===== src/rtl/wb_align_stage.sv =====
// Writeback alignment stage feeding a 3-write-port register file.
// Captures one execute bundle of up to three results, turns each x86 register
// id plus operand size into a physical register, byte strobes and byte-aligned
// data, and issues the writes. Ports whose bytes collide with an earlier port
// of the same bundle are deferred to later passes so port order is preserved.

module wb_align_stage #(
    parameter int CNT_W = 16
) (
    input  logic             clk,
    input  logic             rst_n,

    input  logic             ex_valid,
    output logic             ex_ready,

    input  logic             ex_en1,
    input  logic [2:0]       ex_reg1,
    input  logic [1:0]       ex_size1,
    input  logic [31:0]      ex_data1,

    input  logic             ex_en2,
    input  logic [2:0]       ex_reg2,
    input  logic [1:0]       ex_size2,
    input  logic [31:0]      ex_data2,

    input  logic             ex_en3,
    input  logic [2:0]       ex_reg3,
    input  logic [1:0]       ex_size3,
    input  logic [31:0]      ex_data3,

    input  logic             wb_stall,
    input  logic             wb_flush,

    output logic             wr_en1,
    output logic [2:0]       wr_reg1,
    output logic [3:0]       wr_strb1,
    output logic [31:0]      wr_data1,

    output logic             wr_en2,
    output logic [2:0]       wr_reg2,
    output logic [3:0]       wr_strb2,
    output logic [31:0]      wr_data2,

    output logic             wr_en3,
    output logic [2:0]       wr_reg3,
    output logic [3:0]       wr_strb3,
    output logic [31:0]      wr_data3,

    output logic [CNT_W-1:0] retire_cnt,
    output logic             err_illegal
);

    localparam int NP = 3;

    localparam logic [1:0] SIZE_8   = 2'b00;
    localparam logic [1:0] SIZE_16  = 2'b01;
    localparam logic [1:0] SIZE_32  = 2'b10;
    localparam logic [1:0] SIZE_BAD = 2'b11;

    // Per-port views of the flat input ports, index 0 = port 1.
    logic [NP-1:0]        in_en;
    logic [NP-1:0][2:0]   in_reg;
    logic [NP-1:0][1:0]   in_size;
    logic [NP-1:0][31:0]  in_data;
    logic [NP-1:0]        in_illegal;
    logic [NP-1:0]        new_pend;

    // Registered bundle state.
    logic [NP-1:0]        pend_q, pend_d;
    logic [NP-1:0][2:0]   reg_q, reg_d;
    logic [NP-1:0][3:0]   strb_q, strb_d;
    logic [NP-1:0][31:0]  data_q, data_d;
    logic [CNT_W-1:0]     cnt_q, cnt_d;
    logic                 err_q, err_d;

    // Control derived from registered state and the hold/flush inputs.
    logic [NP-1:0]        sel;
    logic                 advance;
    logic                 capture;
    logic                 final_pass;
    logic                 empty_capture;

    assign in_en   = {ex_en3, ex_en2, ex_en1};
    assign in_reg  = {ex_reg3, ex_reg2, ex_reg1};
    assign in_size = {ex_size3, ex_size2, ex_size1};
    assign in_data = {ex_data3, ex_data2, ex_data1};

    // Physical register: the high-byte 8-bit ids (AH..BH) live in registers 0-3.
    function automatic logic [2:0] align_reg(input logic [2:0] id, input logic [1:0] size);
        logic [2:0] r;
        r = id;
        if (size == SIZE_8 && id[2]) begin
            r = {1'b0, id[1:0]};
        end
        return r;
    endfunction

    // Byte strobes for a given register id and operand size.
    function automatic logic [3:0] align_strb(input logic [2:0] id, input logic [1:0] size);
        logic [3:0] s;
        case (size)
            SIZE_32: s = 4'b1111;
            SIZE_16: s = 4'b0011;
            SIZE_8:  s = id[2] ? 4'b0010 : 4'b0001;
            default: s = 4'b0000;
        endcase
        return s;
    endfunction

    // Right-justified result moved into the byte lanes named by the strobes.
    function automatic logic [31:0] align_data(input logic [2:0] id, input logic [1:0] size,
                                               input logic [31:0] d);
        logic [31:0] a;
        case (size)
            SIZE_32: a = d;
            SIZE_16: a = {16'b0, d[15:0]};
            SIZE_8:  a = id[2] ? {16'b0, d[7:0], 8'b0} : {24'b0, d[7:0]};
            default: a = d;
        endcase
        return a;
    endfunction

    // Which incoming ports are real, legal writes.
    always_comb begin
        in_illegal = '0;
        new_pend   = '0;
        for (int k = 0; k < NP; k++) begin
            in_illegal[k] = (in_size[k] == SIZE_BAD);
            new_pend[k]   = in_en[k] & ~in_illegal[k];
        end
    end

    // A pending port goes this pass unless an earlier pending port touches the same bytes.
    always_comb begin
        sel = '0;
        for (int k = 0; k < NP; k++) begin
            sel[k] = pend_q[k];
            for (int j = 0; j < k; j++) begin
                if (pend_q[j] && (reg_q[j] == reg_q[k]) && (|(strb_q[j] & strb_q[k]))) begin
                    sel[k] = 1'b0;
                end
            end
        end
    end

    // Handshake and pass bookkeeping; the final pass frees the stage for a new bundle.
    always_comb begin
        advance       = ~wb_stall & ~wb_flush;
        ex_ready      = advance & ((pend_q == '0) | (sel == pend_q));
        capture       = ex_valid & ex_ready;
        final_pass    = advance & (pend_q != '0) & ((pend_q & ~sel) == '0);
        empty_capture = capture & (new_pend == '0);
    end

    // Next-state: flush wins, then capture, then retire the ports written this pass.
    always_comb begin
        pend_d = pend_q;
        reg_d  = reg_q;
        strb_d = strb_q;
        data_d = data_q;
        err_d  = err_q;
        cnt_d  = cnt_q + {{(CNT_W-1){1'b0}}, final_pass} + {{(CNT_W-1){1'b0}}, empty_capture};
        if (wb_flush) begin
            pend_d = '0;
        end else if (capture) begin
            pend_d = new_pend;
            for (int k = 0; k < NP; k++) begin
                reg_d[k]  = align_reg(in_reg[k], in_size[k]);
                strb_d[k] = align_strb(in_reg[k], in_size[k]);
                data_d[k] = align_data(in_reg[k], in_size[k], in_data[k]);
            end
        end else if (advance) begin
            pend_d = pend_q & ~sel;
        end
        if (capture && (|(in_en & in_illegal))) begin
            err_d = 1'b1;
        end
    end

    // State registers; reset abandons any split in progress.
    always_ff @(posedge clk or negedge rst_n) begin
        if (!rst_n) begin
            pend_q <= '0;
            reg_q  <= '0;
            strb_q <= '0;
            data_q <= '0;
            cnt_q  <= '0;
            err_q  <= 1'b0;
        end else begin
            pend_q <= pend_d;
            reg_q  <= reg_d;
            strb_q <= strb_d;
            data_q <= data_d;
            cnt_q  <= cnt_d;
            err_q  <= err_d;
        end
    end

    // Register-file port drive: stored values always visible, enables gate them.
    always_comb begin
        wr_en1   = sel[0] & advance;
        wr_en2   = sel[1] & advance;
        wr_en3   = sel[2] & advance;
        wr_reg1  = reg_q[0];
        wr_reg2  = reg_q[1];
        wr_reg3  = reg_q[2];
        wr_strb1 = strb_q[0];
        wr_strb2 = strb_q[1];
        wr_strb3 = strb_q[2];
        wr_data1 = data_q[0];
        wr_data2 = data_q[1];
        wr_data3 = data_q[2];
        retire_cnt  = cnt_q;
        err_illegal = err_q;
    end

endmodule


===== config.mk =====
export PLATFORM = sky130hd
export DESIGN_NAME = wb_align_stage
export DESIGN_NICKNAME = d
export VERILOG_FILES = /design/src/rtl/wb_align_stage.sv
export SDC_FILE = /design/constraint.sdc
export NUM_CORES = 1
export LEC_CHECK = 0
export CAP_MARGIN = 30
export CORE_ASPECT_RATIO = 0.75
export CORE_MARGIN = 2
export CORE_UTILIZATION = 44
export CTS_BUF_LIST = sky130_fd_sc_hd__clkbuf_8
export DETAILED_ROUTE_END_ITERATION = 8
export GPL_TIMING_DRIVEN = 0
export PLACE_DENSITY = 0.87
export SLEW_MARGIN = 20
export SYNTH_ARGS = -nofsm -noshare
export SYNTH_HDL_FRONTEND = slang
export SYNTH_SLANG_ARGS = --single-unit

===== constraint.sdc =====
create_clock -name clk -period 4.5 [get_ports clk]
set_clock_uncertainty 0.1 [all_clocks]
set_input_delay 0.9 -clock clk [delete_from_list [all_inputs] [get_ports clk]]
set_output_delay 0.9 -clock clk [all_outputs]
set_load 0.02 [all_outputs]

==> results.txt <==
- Flip-flop and latch area: about 3400 sq um
- Number of nets with antenna violations after detailed routing: 0
- Main area contributors after synthesis: dfrtp_1, nand2_1, o21ai_0
- Measured along the x axis, the die boundary spans between 100 and 150 um.
* Nets: 1035
* Worst reg2reg path startpoint: wr_strb3[0]
* Root buf cell: clkbuf_8
- DRC Markers: 0
- Setup violations remaining at the end of the flow were counted as 0.
* Library cell occupying the most area in the post-synthesis netlist: dfrtp_1
* Required time at the worst-slack endpoint: around 4.7 ns
* Critical-path maximum fanout: 10
- Area grow syn2layout: 54.2%
- Leaving out fill and tap cells, the most frequent cells in the layout are clkdlybuf4s50_1, nand2_1, dfrtp_1.
- Weighted congestion at the end of routability-driven global placement: 0.884
- Crit start category: flop
- Number of global-route vias before repair: approximately 5500
* Minimum setup slack in the final design: between 0.4 and 0.5 ns
- Critical path's slowest cell: fa_1
- The layout has 1044 filler cells.
* Number of optimization iterations in the first detailed-route pass: 5
* Slew HR: between 60 and 70%
- Setup repair after global routing left no endpoint under its margin.
- The clock drives between 100 and 150 sinks.
- Number of buffers added on ports: 256
* Critical Setup Path Class: flop to flop
* Largest delay share family, worst path: compound AO/OA/AOI/OAI gates
- Row generation in the floorplan step produced 36 rows.
* R2R Setup Slk: roughly 0.46 ns
- In the synthesized netlist the dominant register cell turns out to be dfrtp_1.
* Non-filler instance count after layout: 1096
- The run finished with clean final reports.
- The floorplan step defined a die boundary enclosing around 14000 sq um.
- Post-synth cell types: 37
- Number of buffers and inverters on the critical path: 3
* Detail Placement HPWL: roughly 14 mm
- Post-layout total power: 3720 uW
* Cells traversed along the worst timing path: a222oi_1 > nor3_1 > nand3_1 > o211ai_1 > ha_1 > o21ai_0 > a211o_1 > buf_6 > buf_6 > a21oi_2 > nand3_1 > fa_1 > inv_1 > ha_1 > nand3_1 > nor3_1 > xor2_1
- Initial core utilization: 45.2%
- The number of antenna diodes in the final layout is 0.
- In the final layout, the multi-input gates occupy 2320 sq um.
* Synth Cell Area: roughly 6000 sq um
- Among the stages of the critical path, the cell type that occurs most often is nand3_1.
- Entering global routing, the biggest net connects just over 80 pins.
- Sort of element at the end of the critical path: flop
- In this run the static leakage power is 0.00411 uW.
- The post-route netlist has under 10% of its cells at a drive strength greater than 1.
* Critical Path AT: roughly 4.3 ns
- Worst r2r dst: retire_cnt[14]
- Summed over all layers, the routed wires come to 18.3 mm.
- Clock-pin slew on the worst setup and hold paths: 0.08 ns
- Yosys top cell area share: ~57%
- Synthesized Nets: roughly 760
* Number of antenna violations at the first check in global routing: 0
- Cts bufs inserted: 17
- The clock period could shrink to roughly 4.0 ns.
* Sequential fraction of the synthesis area: between 50% and 60%
- Each instance of the synthesized netlist takes up on average roughly 9.3 sq um.
- In this run, placement finished with an instance count of 1065.
- Dividing the detail-routed via count by the number of cells gives just over 5.
- Number of cells produced by synthesis: approximately 640
- Number of hold violations in the final report: 0
- Leaving out fill and tap cells, the most frequent cell in the layout is clkdlybuf4s50_1.
- Count of vias placed by the detailed router: approximately 5600
- Maximum vdd drop: between 0.0002 and 0.0003 V
* Die Y-Extent: roughly 100 um
* Aggregate global routing overflow: 0
- The Yosys step of the flow raised 0 warnings.
- For this block, the initial DRC count from the detailed router was roughly 280.
* Clock latency on the worst-skew pair: ~0.42 ns
* Post-synthesis async set-or-reset flop share: 100%
- Yosys reg bits: between 100 and 150
- Number of max-cap violations: 0
- For the pin with the worst max-slew slack, the measured transition is around 0.56 ns.
- Detailed-route wire length per cell: ~17 um
- Power density over cell area: 408 nW/um^2
- Worst Setup Slack post-DPL: ~0.21 ns
- H-tree levels: 4
- TritonCTS built the clock tree.
* Worst-case clock buffer depth: 2
- Counting cells, the worst reg-to-reg path comes to 17.
- Peak clock frequency supported by timing: around 250 MHz
- At the end of the flow the core is filled with cells to between 60% and 70%.
* Number of top-level design ports: roughly 260
- Pins over their slew limit: 0
- Wire length of the first global-routing pass: 28.6 mm
* Delay of the slowest cell on the worst path: ~0.45 ns
* Class of the tightest hold or removal check: input port to asynchronous set/reset pin
- Global routing used roughly a quarter of the available tracks across all layers.
- EDFF count, synth: 0
* Final period utilization: 89.8%
* Area inside the core boundary: approximately 13000 sq um
## layer usage
metal | up-vias | wire length (um) | global-route usage [%]
met5 | - | 0 | 0
met2 | 212 | 8590 | 41.8
met1 | 2647 | 7800 | 33.2
met4 | 0 | 223 | 6.49
met3 | 16 | 1720 | 8.92
li1 | 2675 | - | -
## worst register-to-register path, stage by stage, from the launching register on
cell and delay, ns:
dfrtp_1 0.43, a222oi_1 0.43, nor3_1 0.11, nand3_1 0.11, o211ai_1 0.12, ha_1 0.34
o21ai_0 0.16, a211o_1 0.31, buf_6 0.15, buf_6 0.15, a21oi_2 0.15, nand3_1 0.14
fa_1 0.45, inv_1 0.08, ha_1 0.25, nand3_1 0.13, nor3_1 0.19, xor2_1 0.17
## cells by family (layout without fill, tap and decap cells)
family / Yosys count / in the layout / synth area share, %
AO/OA/AOI/OAI: 150 / 150 / 13.3
XOR/XNOR: 23 / 23 / 3.41
multiplexers: 6 / 6 / 1.52
flip-flops: 134 / 134 / 56.7
adder cells (fa/ha/maj): 3 / 3 / 0.762
buffers and inverters: 44 / 332 / 4.28
AND/OR/NAND/NOR: 277 / 277 / 20.0
## state kept, by name (all words and copies together) (netlist names)
signal and count:
retire_cnt 16, wr_strb3 3, pend_q 3, wr_reg2 3, wr_strb2 3, wr_reg1 3, wr_data2 32, wr_data1 32
wr_reg3 3, wr_data3 32, err_illegal 1, wr_strb1 3
## synthesized netlist by cell type, types with 4 or more instances
cell        n
buf_6      10
a21oi_1    27
inv_1       4
nor2_1     14
xor2_1     10
xnor2_1    13
and3_1     27
nor3_1      4
o21ai_0   114
clkbuf_1   23
nand3_1     8
nand2_1   203
or2_2       4
mux2_4      6
dfrtp_1   134
## cell type report
type / instances / area share (%)
flip-flops and latches: 134 / 36.8
repair buffers: 257 / 28.5
multi-input cells: 459 / 25.4
clock buffers: 18 / 2.72
plain buffers: 40 / 2.61
well taps: 171 / 2.35
clock inverters: 13 / 1.47
inverters: 4 / 0.165
## what timing repair did
action | in CTS | in global routing
gates resized for setup | 0 | 3
setup endpoints to repair | 0 | 3
hold buffers | 0 | 0
setup buffers | 0 | 0
## power breakdown
group	internal [uW]	switching, uW	total (uW)
Clock	502	463	965
Combinational	588	602	1190
Sequential	1410	153	1560
Total	2500	1220	3720
## per-stage QoR
step                TNS [ns]  hold slack (ns)  cell area [sq um]
floorplan                  0            0.454               5910
global placement     -392.49            0.359               8690
detailed placement         0            0.367               8720
CTS                        0            0.276               9100
global route               0            0.274               9110
finish                     0            0.282               9110
## worst max-delay path by stage
stage                            from             end  slack (ns)  depth (start not counted)
after floorplan           wr_strb3[0]  retire_cnt[15]        0.85                         17
after global placement          rst_n      wr_reg1[0]       -2.94                          1
after detailed placement     wb_stall  retire_cnt[15]        0.21                         13
after CTS                 wr_strb3[0]  retire_cnt[15]        0.22                         17
after global routing      wr_strb3[0]  retire_cnt[14]        0.12                         17
final                     wr_strb3[0]  retire_cnt[14]        0.46                         17
Power figures use the tool's default switching activity.
